### src/rtl/rom_loader_if.sv
// rom_loader_if
// Bundles the byte-stream input, the ROM write port and the load status
// of the ROM loader into one bundle.
//
// Signals:
//   rx_data    [7:0]             incoming byte
//   rx_valid                     rx_data valid
//   rx_ready                     loader accepts the byte (always 1)
//   rom_we                       one-cycle ROM word write strobe
//   rom_waddr  [ADDR_WIDTH-1:0]  ROM word address
//   rom_wdata  [31:0]            ROM word data
//   cpu_hold                     1 = keep the CPU in reset
//   done                         image loaded and checksum verified
//   err                          frame error (length, checksum, timeout)
//
// Modports:
//   master - the loader: consumes bytes, drives the ROM port and status
//   slave  - the byte source / ROM / SoC side
interface rom_loader_if #(
  parameter int ADDR_WIDTH = 12
);
  logic [7:0]            rx_data;
  logic                  rx_valid;
  logic                  rx_ready;
  logic                  rom_we;
  logic [ADDR_WIDTH-1:0] rom_waddr;
  logic [31:0]           rom_wdata;
  logic                  cpu_hold;
  logic                  done;
  logic                  err;

  modport master (
    input  rx_data,
    input  rx_valid,
    output rx_ready,
    output rom_we,
    output rom_waddr,
    output rom_wdata,
    output cpu_hold,
    output done,
    output err
  );

  modport slave (
    output rx_data,
    output rx_valid,
    input  rx_ready,
    input  rom_we,
    input  rom_waddr,
    input  rom_wdata,
    input  cpu_hold,
    input  done,
    input  err
  );
endinterface

### src/rtl/rom_loader.sv
// rom_loader
// Fills the SoC instruction ROM from a byte stream at runtime. The frame is
//   MAGIC, LEN_LO, LEN_HI, N x 4 data bytes (little-endian words), CSUM
// where N is the 16-bit word count and CSUM is the XOR of all data bytes.
// The CPU is held in reset until a complete frame with a matching checksum
// has been received. Bytes are never stalled, so rx_ready is constant 1.
//
// Ports:
//   clk  - system clock
//   rst  - synchronous active-high reset
//   bus  - rom_loader_if.master: byte input, ROM write port, status outputs
//
// Parameters:
//   ADDR_WIDTH  - ROM word-address width (depth 2**ADDR_WIDTH words)
//   MAGIC       - frame start byte
//   TIMEOUT_CYC - max idle clocks between bytes inside a frame
module rom_loader #(
  parameter int         ADDR_WIDTH  = 12,
  parameter logic [7:0] MAGIC       = 8'hA5,
  parameter int         TIMEOUT_CYC = 100000
) (
  input logic          clk,
  input logic          rst,
  rom_loader_if.master bus
);

  // Idle counter is wide enough to hold TIMEOUT_CYC-1; the abort fires on
  // the idle edge that would bring it to TIMEOUT_CYC.
  localparam int              TW        = $clog2(TIMEOUT_CYC + 1);
  localparam logic [TW-1:0]   IDLE_LAST = TW'(TIMEOUT_CYC - 1);
  localparam logic [16:0]     MAX_WORDS = 17'(1) << ADDR_WIDTH;

  typedef enum logic [2:0] {
    S_IDLE,
    S_LEN0,
    S_LEN1,
    S_DATA,
    S_CSUM,
    S_DONE,
    S_ERR
  } state_t;

  state_t                state;
  logic [7:0]            len_lo;
  logic [ADDR_WIDTH-1:0] last_word;
  logic [ADDR_WIDTH-1:0] word_idx;
  logic [1:0]            byte_idx;
  logic [23:0]           word_asm;
  logic [7:0]            csum;
  logic [TW-1:0]         idle_cnt;

  logic                  rom_we_q;
  logic [ADDR_WIDTH-1:0] rom_waddr_q;
  logic [31:0]           rom_wdata_q;
  logic                  cpu_hold_q;
  logic                  done_q;
  logic                  err_q;

  logic [16:0]           n_words;
  logic [ADDR_WIDTH-1:0] last_from_n;
  logic                  in_frame;

  // Word count as it completes on the LEN_HI byte. One extra bit lets the
  // oversize test see N == 2**ADDR_WIDTH without wrapping. Once N is known
  // to be in range, N-1 always fits in ADDR_WIDTH bits.
  assign n_words     = {1'b0, bus.rx_data, len_lo};
  assign last_from_n = ADDR_WIDTH'(n_words - 17'd1);

  // Only the states that sit in the middle of a frame can time out.
  assign in_frame = (state == S_LEN0) || (state == S_LEN1) ||
                    (state == S_DATA) || (state == S_CSUM);

  assign bus.rx_ready  = 1'b1;
  assign bus.rom_we    = rom_we_q;
  assign bus.rom_waddr = rom_waddr_q;
  assign bus.rom_wdata = rom_wdata_q;
  assign bus.cpu_hold  = cpu_hold_q;
  assign bus.done      = done_q;
  assign bus.err       = err_q;

  // Frame parser. Each accepted byte advances the state machine. Bytes in
  // DATA are shifted into the top of a 24-bit assembly register, so after
  // three bytes it holds {b2,b1,b0}. The fourth byte completes the word,
  // and the write is registered so rom_we appears the cycle after that
  // byte. When no byte arrives inside a frame, the idle counter advances
  // and eventually aborts to ERR. Writes that were already issued stay in
  // the ROM, and cpu_hold remains set so the partial image never runs.
  always_ff @(posedge clk) begin
    if (rst) begin
      state       <= S_IDLE;
      len_lo      <= '0;
      last_word   <= '0;
      word_idx    <= '0;
      byte_idx    <= '0;
      word_asm    <= '0;
      csum        <= '0;
      idle_cnt    <= '0;
      rom_we_q    <= 1'b0;
      rom_waddr_q <= '0;
      rom_wdata_q <= '0;
      cpu_hold_q  <= 1'b1;
      done_q      <= 1'b0;
      err_q       <= 1'b0;
    end else begin
      rom_we_q <= 1'b0;
      if (in_frame && !bus.rx_valid) begin
        if (idle_cnt == IDLE_LAST) begin
          state      <= S_ERR;
          err_q      <= 1'b1;
          cpu_hold_q <= 1'b1;
          done_q     <= 1'b0;
          idle_cnt   <= '0;
        end else begin
          idle_cnt <= idle_cnt + 1'b1;
        end
      end else if (bus.rx_valid) begin
        idle_cnt <= '0;
        unique case (state)
          S_IDLE: begin
            if (bus.rx_data == MAGIC) begin
              state <= S_LEN0;
            end
          end

          S_LEN0: begin
            len_lo <= bus.rx_data;
            state  <= S_LEN1;
          end

          S_LEN1: begin
            word_idx  <= '0;
            byte_idx  <= '0;
            word_asm  <= '0;
            csum      <= '0;
            last_word <= last_from_n;
            if (n_words > MAX_WORDS) begin
              state      <= S_ERR;
              err_q      <= 1'b1;
              cpu_hold_q <= 1'b1;
              done_q     <= 1'b0;
            end else if (n_words == 17'd0) begin
              state <= S_CSUM;
            end else begin
              state <= S_DATA;
            end
          end

          S_DATA: begin
            word_asm <= {bus.rx_data, word_asm[23:8]};
            csum     <= csum ^ bus.rx_data;
            byte_idx <= byte_idx + 2'd1;
            if (byte_idx == 2'd3) begin
              rom_we_q    <= 1'b1;
              rom_waddr_q <= word_idx;
              rom_wdata_q <= {bus.rx_data, word_asm};
              // After the final word the index is left as-is: it would wrap
              // for a full-depth image, but it is cleared again on the next
              // frame before any further use.
              word_idx    <= word_idx + 1'b1;
              if (word_idx == last_word) begin
                state <= S_CSUM;
              end
            end
          end

          S_CSUM: begin
            if (bus.rx_data == csum) begin
              state      <= S_DONE;
              done_q     <= 1'b1;
              cpu_hold_q <= 1'b0;
              err_q      <= 1'b0;
            end else begin
              state      <= S_ERR;
              err_q      <= 1'b1;
              cpu_hold_q <= 1'b1;
              done_q     <= 1'b0;
            end
          end

          S_DONE: begin
            // A new frame puts the CPU back into reset immediately, before
            // any of the old image is overwritten.
            if (bus.rx_data == MAGIC) begin
              state      <= S_LEN0;
              done_q     <= 1'b0;
              cpu_hold_q <= 1'b1;
            end
          end

          S_ERR: begin
            if (bus.rx_data == MAGIC) begin
              state <= S_LEN0;
              err_q <= 1'b0;
            end
          end

          default: begin
            state <= S_IDLE;
          end
        endcase
      end
    end
  end

endmodule

### src/flat_wrapper.sv
// flat-port wrapper written by rule: the top's interface ports become plain ports
module rom_loader_flat 
#(
  parameter int         ADDR_WIDTH  = 12,
  parameter logic [7:0] MAGIC       = 8'hA5,
  parameter int         TIMEOUT_CYC = 100000
)
  (clk, rst, bus_rx_data, bus_rx_valid, bus_rx_ready, bus_rom_we, bus_rom_waddr, bus_rom_wdata, bus_cpu_hold, bus_done, bus_err);
  rom_loader_if #(.ADDR_WIDTH(ADDR_WIDTH)) bus_i ();
  input logic clk;
  input logic rst;
  input wire logic [$bits(bus_i.rx_data)-1:0] bus_rx_data;
  input wire logic [$bits(bus_i.rx_valid)-1:0] bus_rx_valid;
  output wire logic [$bits(bus_i.rx_ready)-1:0] bus_rx_ready;
  output wire logic [$bits(bus_i.rom_we)-1:0] bus_rom_we;
  output wire logic [$bits(bus_i.rom_waddr)-1:0] bus_rom_waddr;
  output wire logic [$bits(bus_i.rom_wdata)-1:0] bus_rom_wdata;
  output wire logic [$bits(bus_i.cpu_hold)-1:0] bus_cpu_hold;
  output wire logic [$bits(bus_i.done)-1:0] bus_done;
  output wire logic [$bits(bus_i.err)-1:0] bus_err;
  assign bus_i.rx_data = bus_rx_data;
  assign bus_i.rx_valid = bus_rx_valid;
  assign bus_rx_ready = bus_i.rx_ready;
  assign bus_rom_we = bus_i.rom_we;
  assign bus_rom_waddr = bus_i.rom_waddr;
  assign bus_rom_wdata = bus_i.rom_wdata;
  assign bus_cpu_hold = bus_i.cpu_hold;
  assign bus_done = bus_i.done;
  assign bus_err = bus_i.err;
  rom_loader #(.ADDR_WIDTH(ADDR_WIDTH), .MAGIC(MAGIC), .TIMEOUT_CYC(TIMEOUT_CYC)) u_core (.clk(clk), .rst(rst), .bus(bus_i));
endmodule
### config.mk
export PLATFORM = sky130hd
export DESIGN_NAME = rom_loader_flat
export DESIGN_NICKNAME = d
export VERILOG_FILES = /design/src/rtl/rom_loader_if.sv /design/src/rtl/rom_loader.sv /design/src/flat_wrapper.sv
export SDC_FILE = /design/constraint.sdc
export NUM_CORES = 1
export LEC_CHECK = 0
export ABC_CLOCK_PERIOD_IN_PS = 6000
export CAP_MARGIN = 10
export CORE_MARGIN = 8
export CORE_UTILIZATION = 40
export DETAILED_ROUTE_END_ITERATION = 7
export GPL_TIMING_DRIVEN = 0
export SETUP_SLACK_MARGIN = 0.02
export SLEW_MARGIN = 10
export SYNTH_ARGS = -nofsm -noshare
export SYNTH_HDL_FRONTEND = slang
export SYNTH_SLANG_ARGS = --single-unit
### constraint.sdc
create_clock -name clk -period 6 [get_ports clk]
set_input_delay 1.5 -clock clk [delete_from_list [all_inputs] [get_ports clk]]
set_output_delay 1.5 -clock clk [all_outputs]
set_load 0.01 [all_outputs]
==> results of run 1 <==
==> cell usage after synthesis, types with 14 or more instances <==
| library cell | n |
|---|---|
| inv_1 | 14 |
| nor2_1 | 69 |
| clkbuf_1 | 28 |
| xor2_1 | 16 |
| nand3_1 | 47 |
| nand2_1 | 144 |
| buf_2 | 18 |
| o21ai_0 | 17 |
| dfxtp_1 | 134 |
| a21oi_1 | 88 |
| xnor2_1 | 29 |
==> cell type report <==
class,instances,area (sq um)
Tap cell,184,230.2
Sequential cell,134,2683
Fill cell,1339,7202
Multi-Input combinational cell,540,2998
Clock inverter,13,226.5
Timing Repair Buffer,50,500.5
Inverter,14,52.55
Clock buffer,19,452.9
Buffer,55,244.0
==> cell usage in the layout, fill, tap and decap left out, types with 4 or more instances in the layout <==
cell type and instances:
nand4_1 9, bufinv_16 6, a311oi_1 4, a22oi_1 9, nand3_1 47, o21ai_1 5
o21ai_0 17, clkdlybuf4s50_1 50, nor3_1 11, xor2_1 16, buf_2 18, dfxtp_1 134
nand2_1 144, clkbuf_16 17, buf_1 6, clkbuf_1 28, nor3_2 4, a211oi_1 11
nor2_1 69, or3_1 7, nor4_1 5, xnor2_1 29, and3_1 6, a21oi_1 88
nor2b_1 5, ha_1 5, mux2i_1 9, inv_1 14
==> sequential cells by signal (all words and copies together) (netlist names) <==
| name | count |
|---|---|
| u_core.csum | 8 |
| u_core.bus.done | 1 |
| u_core.bus.err | 1 |
| u_core.bus.rom_we | 1 |
| u_core.bus.cpu_hold | 1 |
| u_core.last_word | 12 |
| u_core.byte_idx | 2 |
| u_core.state | 3 |
| u_core.bus.rom_waddr | 12 |
| u_core.word_asm | 24 |
| u_core.word_idx | 12 |
| u_core.idle_cnt | 17 |
| u_core.len_lo | 8 |
| u_core.bus.rom_wdata | 32 |
==> logic make-up (layout without fill, tap and decap cells) <==
kind of cell | Yosys count | after routing | share of synthesized area [%]
AO/OA/AOI/OAI | 152 | 152 | 15.43
XOR/XNOR | 45 | 45 | 6.594
adder cells (fa/ha/maj) | 5 | 5 | 1.047
buffers and inverters | 69 | 151 | 4.961
flip-flops | 134 | 134 | 44.88
multiplexers | 9 | 9 | 1.507
other | 1 | 1 | 0.06274
AND/OR/NAND/NOR | 328 | 328 | 25.52
==> final timing paths <==
| path | endpoint | slack [ns] | cells after the start |
|---|---|---|---|
| setup / recovery | u_core.state[0] | 2.77 | 8 |
| hold / removal | u_core.bus.rom_wdata[6] | 0.45 | 2 |
| setup reg to reg | u_core.state[2] | 3.87 | 7 |
| hold reg to reg | u_core.bus.rom_wdata[6] | 0.45 | 2 |
==> power breakdown <==
part           internal [mW]  switching, mW
sequential             0.928         0.0356
combinational          0.207          0.374
clock                  0.799          0.391
total                   1.93          0.801
==> worst max-delay path, stage by stage <==
cell	delay, ns
clkdlybuf4s50_1	0.48
clkbuf_1	0.40
xnor2_1	0.17
nand4_1	0.12
nor2_1	0.28
nand2_1	0.12
a22o_1	0.25
a311oi_2	0.23
==> metal layers <==
layer / part of all wire (%) / vias to the layer above / track usage (%)
met5: 0 / - / 0
met4: 1.1 / 0 / 4.634
met3: 5.7 / 18 / 4.589
met2: 48 / 120 / 27.61
met1: 45 / 2506 / 19.95
li1: - / 2668 / -
==> reports/qor.yml, run 1 <==
logic_synthesis:
  synth.top_cell.area_share_pct: 44.88
  synthArstFlopShare_pct: 0
  yosys_warnings: 0
  synth_cells: 743
  netlist_area_sq_mm: 0.005977
  avgSynthCellArea_sq_um: 8.044
  synth_edf_count: 0
  synth-seq-cells: 134
  yosysSeqAreaShare_pct: 44.88
  yosys-top-cells-area: "dfxtp_1 (45%), nand2_1 (9.0%), a21oi_1 (7.4%)"
  ys_types: 57
  syn_nets: 759
  yosysTopAreaCell: "dfxtp_1"
  synthFlopType: "dfxtp_1"
worst_setup_path:
  path_class: "in2reg"
  cp-end-kind: "flip-flop"
  worstSetupStartpointType: "primary input"
  arrival_ns: 3.56
  cp_max_fo: 10
  worstPathRequired_ns: 6.33
  cp-startpoint: "bus_rx_data[4]"
  r2r-start: "u_core.word_idx[3]"
cts:
  root_buffer: "clkbuf_16"
  cts_max_path_buffers: 2
  cts_buffers: 17
  clkTransAtPathRegs_ns: 0.06
  cts_setup_buffers: 0
  clock_latency_ns: 0.42
  htree_levels: 4
  cts_tree: "built"
  clock_sinks: 134
  postCtsHoldBufs: 0
  postCtsResizedCells: 0
sta:
  finalCritPeriodShare_pct: 53.83
  worstMarginPinSlew_ns: 0.6210
  slew_viol_final: 0
  clock.fmax_ghz: 0.3096
  final_hold_viol_count: 0
  finClkSkew_ns: 0.01126
  hold_slack_ns: 0.4522
  rsz0062_at_grt: "false"
  fin_crit_ns: 3.230
  max_slew_margin_pct: 58.60
  setup_viol: 0
  worst_slack_ns: 2.770
  finalSetupTns_ns: 0
power:
  power_density_mw_per_mm2: 370.3
  p_leak_nw: 2.458
  power_mw: 2.735
  irDropWorstVdd_mv: 0.1900
cells_and_area:
  syn2layout_area_growth_pct: 23.59
  design_area_sq_mm: 0.007387
  final_nets: 828
  antenna_cells: 0
  drive_above_1_share_pct: 8.727
  fin_cells: 1009
  fin_util_pct: 50.63
grt:
  grt_max_degree: 17
  first_global_vias: 5145
  grt-ovfl-total: 0
  antenna_found_initial: 0
  grt_pass1_wl_mm: 25.93
  grt_usage_pct: 16.39
hold_path:
  hold_path_class: "reg2reg"
  min_from: "u_core.bus.rom_wdata[6]"
routing:
  vias_per_cell: 5.265
  vias: 5312
  drtIter0Drc: 316
  totalWireLength_mm: 15.83
  drtAntennaViolNets: 0
  drc_errors: 0
  drt_pass1_iterations: 4
  wl_per_cell_microns: 15.69
placement:
  placed_cells: 977
  place_area_sq_mm: 0.006708
  gp_congestion: 0.9125
  dp_hpwl_mm: 11.74
  dp_slack_ns: 2.340
  port_buffers: 50
die:
  start_util_pct: 40.97
  die_x_microns: 138.2
  core-area_sq_mm: 0.01459
  row_count: 44
  die_h_microns: 138.2
  dieArea_sq_mm: 0.01911
  io_pins: 60
flow_run:
  drv_cap: 0
status:
  outcome: "finished clean"
No activity file was read; power rests on OpenSTA's default activity.
==> run 2: changes to the inputs <==
--- a/config.mk
+++ b/config.mk
@@ -5,7 +5,7 @@
 export SDC_FILE = /design/constraint.sdc
 export NUM_CORES = 1
 export LEC_CHECK = 0
-export ABC_CLOCK_PERIOD_IN_PS = 6000
+export ABC_CLOCK_PERIOD_IN_PS = 2700
 export CAP_MARGIN = 10
 export CORE_MARGIN = 8
 export CORE_UTILIZATION = 40
==> constraint.sdc (replaced) <==
create_clock -name clk -period 2.7 [get_ports clk]
set_input_delay 0.675 -clock clk [delete_from_list [all_inputs] [get_ports clk]]
set_output_delay 0.675 -clock clk [all_outputs]
set_load 0.01 [all_outputs]
==> run 2 against run 1 <==
Design area stayed put. Critical path depth did not move. Sequential share of layout area stayed put. Power rose by 120%. Sequential cell count did not move. Largest power group unchanged. Highest routed layer unchanged.
==> reports/qor.yml, run 2 (synthesis gave the netlist of run 1 again) <==
placement:
  gp_congestion: 0.9125  # unchanged
  port_buffers: 50  # unchanged
  place_area_sq_mm: 0.006708  # unchanged
  dp_hpwl_mm: 11.74  # unchanged
  placed_cells: 977  # unchanged
worst_setup_path:
  slowest_stage: "clkdlybuf4s50_1"
  cp_cell_sequence: "clkdlybuf4s50_1, clkbuf_1, xnor2_1, nand4_1, nor2_1, nand2_1, a22o_1, a311oi_2"
  cp_top_family: "buffers and inverters"
  cp_max_fo: 10  # unchanged
  worstPathRequired_ns: 3.03  # -3.30 ns
  path_class: "in2reg"
  slowest_delay_ns: 0.48  # about the same
  arrival_ns: 2.73  # -0.83 ns
  crit_buf_inv: 2  # unchanged
  worstSetupStartpointType: "primary input"
  cp-end-kind: "flip-flop"
  r2r_setup_slack_ns: 0.57  # -3.30 ns
sta:
  setup_viol: 0  # unchanged
  clock.fmax_ghz: 0.4158
  slew_viol_final: 0  # unchanged
  finalCritPeriodShare_pct: 89.08
  rsz0062_at_grt: "false"
  max_slew_margin_pct: 58.60  # about the same
  finClkSkew_ns: 0.01122  # -0.00003900 ns
  fin_crit_ns: 2.405
  final_hold_viol_count: 0  # unchanged
  worstMarginPinSlew_ns: 0.6210  # -0.00002903 ns
  finalSetupTns_ns: 0  # unchanged
grt:
  grt_usage_pct: 16.39  # about the same
  first_global_vias: 5144  # -0.019%
  antenna_found_initial: 0  # unchanged
  grt-ovfl-total: 0  # unchanged
  grt_pass1_wl_mm: 25.92  # about the same
  grt_max_degree: 17  # unchanged
power:
  irDropWorstVdd_mv: 0.4208  # +120%
  power_density_mw_per_mm2: 822.6  # +120%
  p_leak_nw: 2.458  # unchanged
cts:
  root_buffer: "clkbuf_16"
  clock_latency_ns: 0.42  # about the same
  cts_tree: "built"
  clkTransAtPathRegs_ns: 0.06  # about the same
  cts_setup_buffers: 0  # unchanged
  htree_levels: 4  # unchanged
  postCtsResizedCells: 0  # unchanged
  cts_buffers: 17  # unchanged
  cts_max_path_buffers: 2  # unchanged
  clock_sinks: 134  # unchanged
  postCtsHoldBufs: 0  # unchanged
routing:
  wl_per_cell_microns: 15.68  # about the same
  totalWireLength_mm: 15.82  # about the same
  drtAntennaViolNets: 0  # unchanged
  vias: 5312  # unchanged
  drtIter0Drc: 316  # unchanged
  drc_errors: 0  # unchanged
  drt_pass1_iterations: 4  # unchanged
  vias_per_cell: 5.265  # unchanged
cells_and_area:
  largest_reg_flops: 32  # unchanged
  multi_input_area_sq_mm: 0.002998  # unchanged
  layout_common_cells: "nand2_1 (144), dfxtp_1 (134), a21oi_1 (88), nor2_1 (69), clkdlybuf4s50_1 (50)"
  syn2layout_area_growth_pct: 23.59  # unchanged
  final_nets: 828  # unchanged
  fin_cells: 1009  # unchanged
  regArea_sq_mm: 0.002683  # unchanged
  design_area_sq_mm: 0.007387  # unchanged
  drive_above_1_share_pct: 8.727  # unchanged
  antenna_cells: 0  # unchanged
  final_common_cell: "nand2_1"
  fillers: 1339  # unchanged
die:
  die_h_microns: 138.2  # unchanged
  row_count: 44  # unchanged
  start_util_pct: 40.97  # unchanged
  io_pins: 60  # unchanged
  dieArea_sq_mm: 0.01911  # unchanged
  die_x_microns: 138.2  # unchanged
  core-area_sq_mm: 0.01459  # unchanged
hold_path:
  hold_path_class: "reg2reg"
flow_run:
  drv_cap: 0  # unchanged
status:
  outcome: "finished clean"
## run 2: cell counts in the layout (fill, tap and decap cells not counted)
Identical to the previous run, type by type.
## run 2: per-layer routing
metal,vias to the layer above,part of all wire (%),GRT usage (%)
li1,2668,-,-
met1,2506,45,19.93
met2,120,48,27.61
met3,18,5.6,4.589
met4,0,1.1,4.634
met5,-,0,0
## run 2: per-stage QoR
| step | total power [mW] | hold WS (ns) | setup WS, ns | util, % |
|---|---|---|---|---|
| after global routing | 6.336 | 0.4655 | 0.1815 | 50.63 |
| final | 6.077 | 0.4521 | 0.2948 | 50.63 |
| after detailed placement | 3.462 | 0.4473 | -0.1348 | 45.98 |
| after CTS | 6.102 | 0.4540 | 0.3009 | 50.63 |
| after global placement | 3.427 | 0.4401 | -0.1053 | 45.98 |
| after floorplan | 3.169 | 0.4321 | 0.6115 | - |
## run 2: final timing paths
path,start,to,depth (start not counted)
max,bus_rx_data[4],u_core.state[0],8
min,u_core.bus.rom_wdata[6],u_core.bus.rom_wdata[6],2
max reg2reg,u_core.word_idx[3],u_core.state[2],7
min reg2reg,u_core.bus.rom_wdata[6],u_core.bus.rom_wdata[6],2
## run 2: area by class of cell
type | count | share of cell area, %
multi-input cells | 540 | 40.58
flip-flops and latches | 134 | 36.31
repair buffers | 50 | 6.775
clock buffers | 19 | 6.131
plain buffers | 55 | 3.303
well taps | 184 | 3.117
clock inverters | 13 | 3.066
inverters | 14 | 0.7114
## run 2: worst register-to-register path: cells and delay by family (launching register included)
family          cells  cell delay, ns
xor+xnor            1            0.17
buf+inv             1            0.30
simple gates        3            0.82
flops               1            0.31
compound gates      2            0.44
## run 2: power breakdown
part	total (mW)	switching (mW)	internal, mW
registers	2.14	0.0792	2.06
clock network	2.64	0.868	1.78
logic	1.29	0.832	0.460
total	6.08	1.78	4.30
==> RTL change (settings of run 2) <==
`ADDR_WIDTH` is set to 12 in 3 places; all go to 13.
--- a/src/rtl/rom_loader_if.sv
+++ b/src/rtl/rom_loader_if.sv
@@ -17,7 +17,7 @@
 //   master - the loader: consumes bytes, drives the ROM port and status
 //   slave  - the byte source / ROM / SoC side
 interface rom_loader_if #(
-  parameter int ADDR_WIDTH = 12
+  parameter int ADDR_WIDTH = 13
 );
   logic [7:0]            rx_data;
   logic                  rx_valid;
--- a/src/rtl/rom_loader.sv
+++ b/src/rtl/rom_loader.sv
@@ -15,7 +15,7 @@
 //   MAGIC       - frame start byte
 //   TIMEOUT_CYC - max idle clocks between bytes inside a frame
 module rom_loader #(
-  parameter int         ADDR_WIDTH  = 12,
+  parameter int         ADDR_WIDTH  = 13,
   parameter logic [7:0] MAGIC       = 8'hA5,
   parameter int         TIMEOUT_CYC = 100000
 ) (
--- a/src/flat_wrapper.sv
+++ b/src/flat_wrapper.sv
@@ -1,7 +1,7 @@
 // flat-port wrapper written by rule: the top's interface ports become plain ports
 module rom_loader_flat 
 #(
-  parameter int         ADDR_WIDTH  = 12,
+  parameter int         ADDR_WIDTH  = 13,
   parameter logic [7:0] MAGIC       = 8'hA5,
   parameter int         TIMEOUT_CYC = 100000
 )
Interface: changed (resized bus_rom_waddr); port bits go from 60 to 61. The function was not compared with the original's and may differ.
==> RTL change against run 2 <==
  * Area after synthesis grew 2.1%
  * Worst setup slack lost 120 ps
  * Hold slack is essentially flat
  * Sequential cell count grew 3
  * Wire length grew 7.2%
  * Final area grew 1.3%
  * First-iteration DRC count grew 44%
  * Largest cell class unchanged
Power is not compared: it rests on default switching activity, and its combinational part moved more than twofold at a synthesized area within 25%.
==> RTL change: results <==
group,metric,value,unit
run_status,status,"finished clean",
placed_design,place_congestion,0.930,
synthesis,yosysSeqAreaShare,0.449,
detailed_routing,drt-pass1-iter-count,7,
detailed_routing,met1Wirelength,8170,um
critical_path,cp-endpoint,"u_core.state[2]",
detailed_routing,num_vias,5648,
detailed_routing,wl_met2,7620,um
global_routing,grt_pass1_wl,27900,um
global_routing,met3_usage,0.0516,
synthesis,syn-num-nets,784,
critical_path,r2r-start,"u_core.state[1]",
critical_path,cp.arrival,2790,ps
critical_path,crit_path_start,"bus_rx_data[1]",
final_layout,final_nets,855,
sta,worstMarginPinSlew,759,ps
min_path,worstHoldEndpoint,"u_core.bus.rom_wdata[13]",
placed_design,io_buffers,52,
final_layout,final_cells,1040,
synthesis,synth.avg_cell_area,7.95,um2
detailed_routing,drt_iter0_markers,456,
critical_path,rrSetupSlack,460,ps
detailed_routing,routedWlPerCell,16.3,um
global_routing,use_met2,0.277,
placed_design,dpl.hpwl,12300,um
final_layout,fill_cells,1472,
min_path,hp-start,"u_core.bus.rom_wdata[13]",
synthesis,netlist_top_cells_count,"nand2_1, dfxtp_1, a21oi_1, nor2_1, clkbuf_1",
final_layout,drive_gt1_frac,0.0728,
## RTL change: final cells by class
class / count / area, um2 / share of cell area
plain buffers: 58 / 235 / 0.0314
well taps: 188 / 235 / 0.0314
clock inverters: 12 / 148 / 0.0197
multi-input cells: 555 / 3070 / 0.410
repair buffers: 52 / 520 / 0.0695
flip-flops and latches: 137 / 2740 / 0.366
inverters: 18 / 67.6 / 0.00903
clock buffers: 20 / 467 / 0.0623
## RTL change: cell families after synthesis
family,after synthesis,synth area share
flip-flops,137,0.449
multiplexers,12,0.0197
AND/OR/NAND/NOR,331,0.250
XOR/XNOR,42,0.0603
adder cells (fa/ha/maj),6,0.0119
buffers and inverters,76,0.0486
other,1,0.000614
AO/OA/AOI/OAI,163,0.159
## RTL change: power breakdown
group | internal, mW | total [mW] | switching [mW]
logic | 0.195 | 0.575 | 0.380
clock network | 1.52 | 2.41 | 0.891
registers | 2.06 | 2.10 | 0.0383
## RTL change: worst register-to-register path: cells and delay by family (launching register included)
kind	cells	cell delay (ps)
XOR/XNOR	1	160
buffers and inverters	1	160
flip-flops	1	290
AND/OR/NAND/NOR	5	1520
## RTL change: metrics by stage
| step | setup WS, ps | hold WS, ps |
|---|---|---|
| after global routing | 65.7 | 469 |
| after detailed placement | -461 | 446 |
| final | 170 | 452 |
| after floorplan | 468 | 432 |
| after global placement | -409 | 445 |
| after CTS | 29.3 | 454 |
## RTL change: timing repair
| action | 4_1_cts | 5_1_grt |
|---|---|---|
| cloned | 0 | 0 |
| pin swaps | 0 | 1 |
| gates resized for setup | 1 | 11 |
| setup endpoints to repair | 10 | 35 |
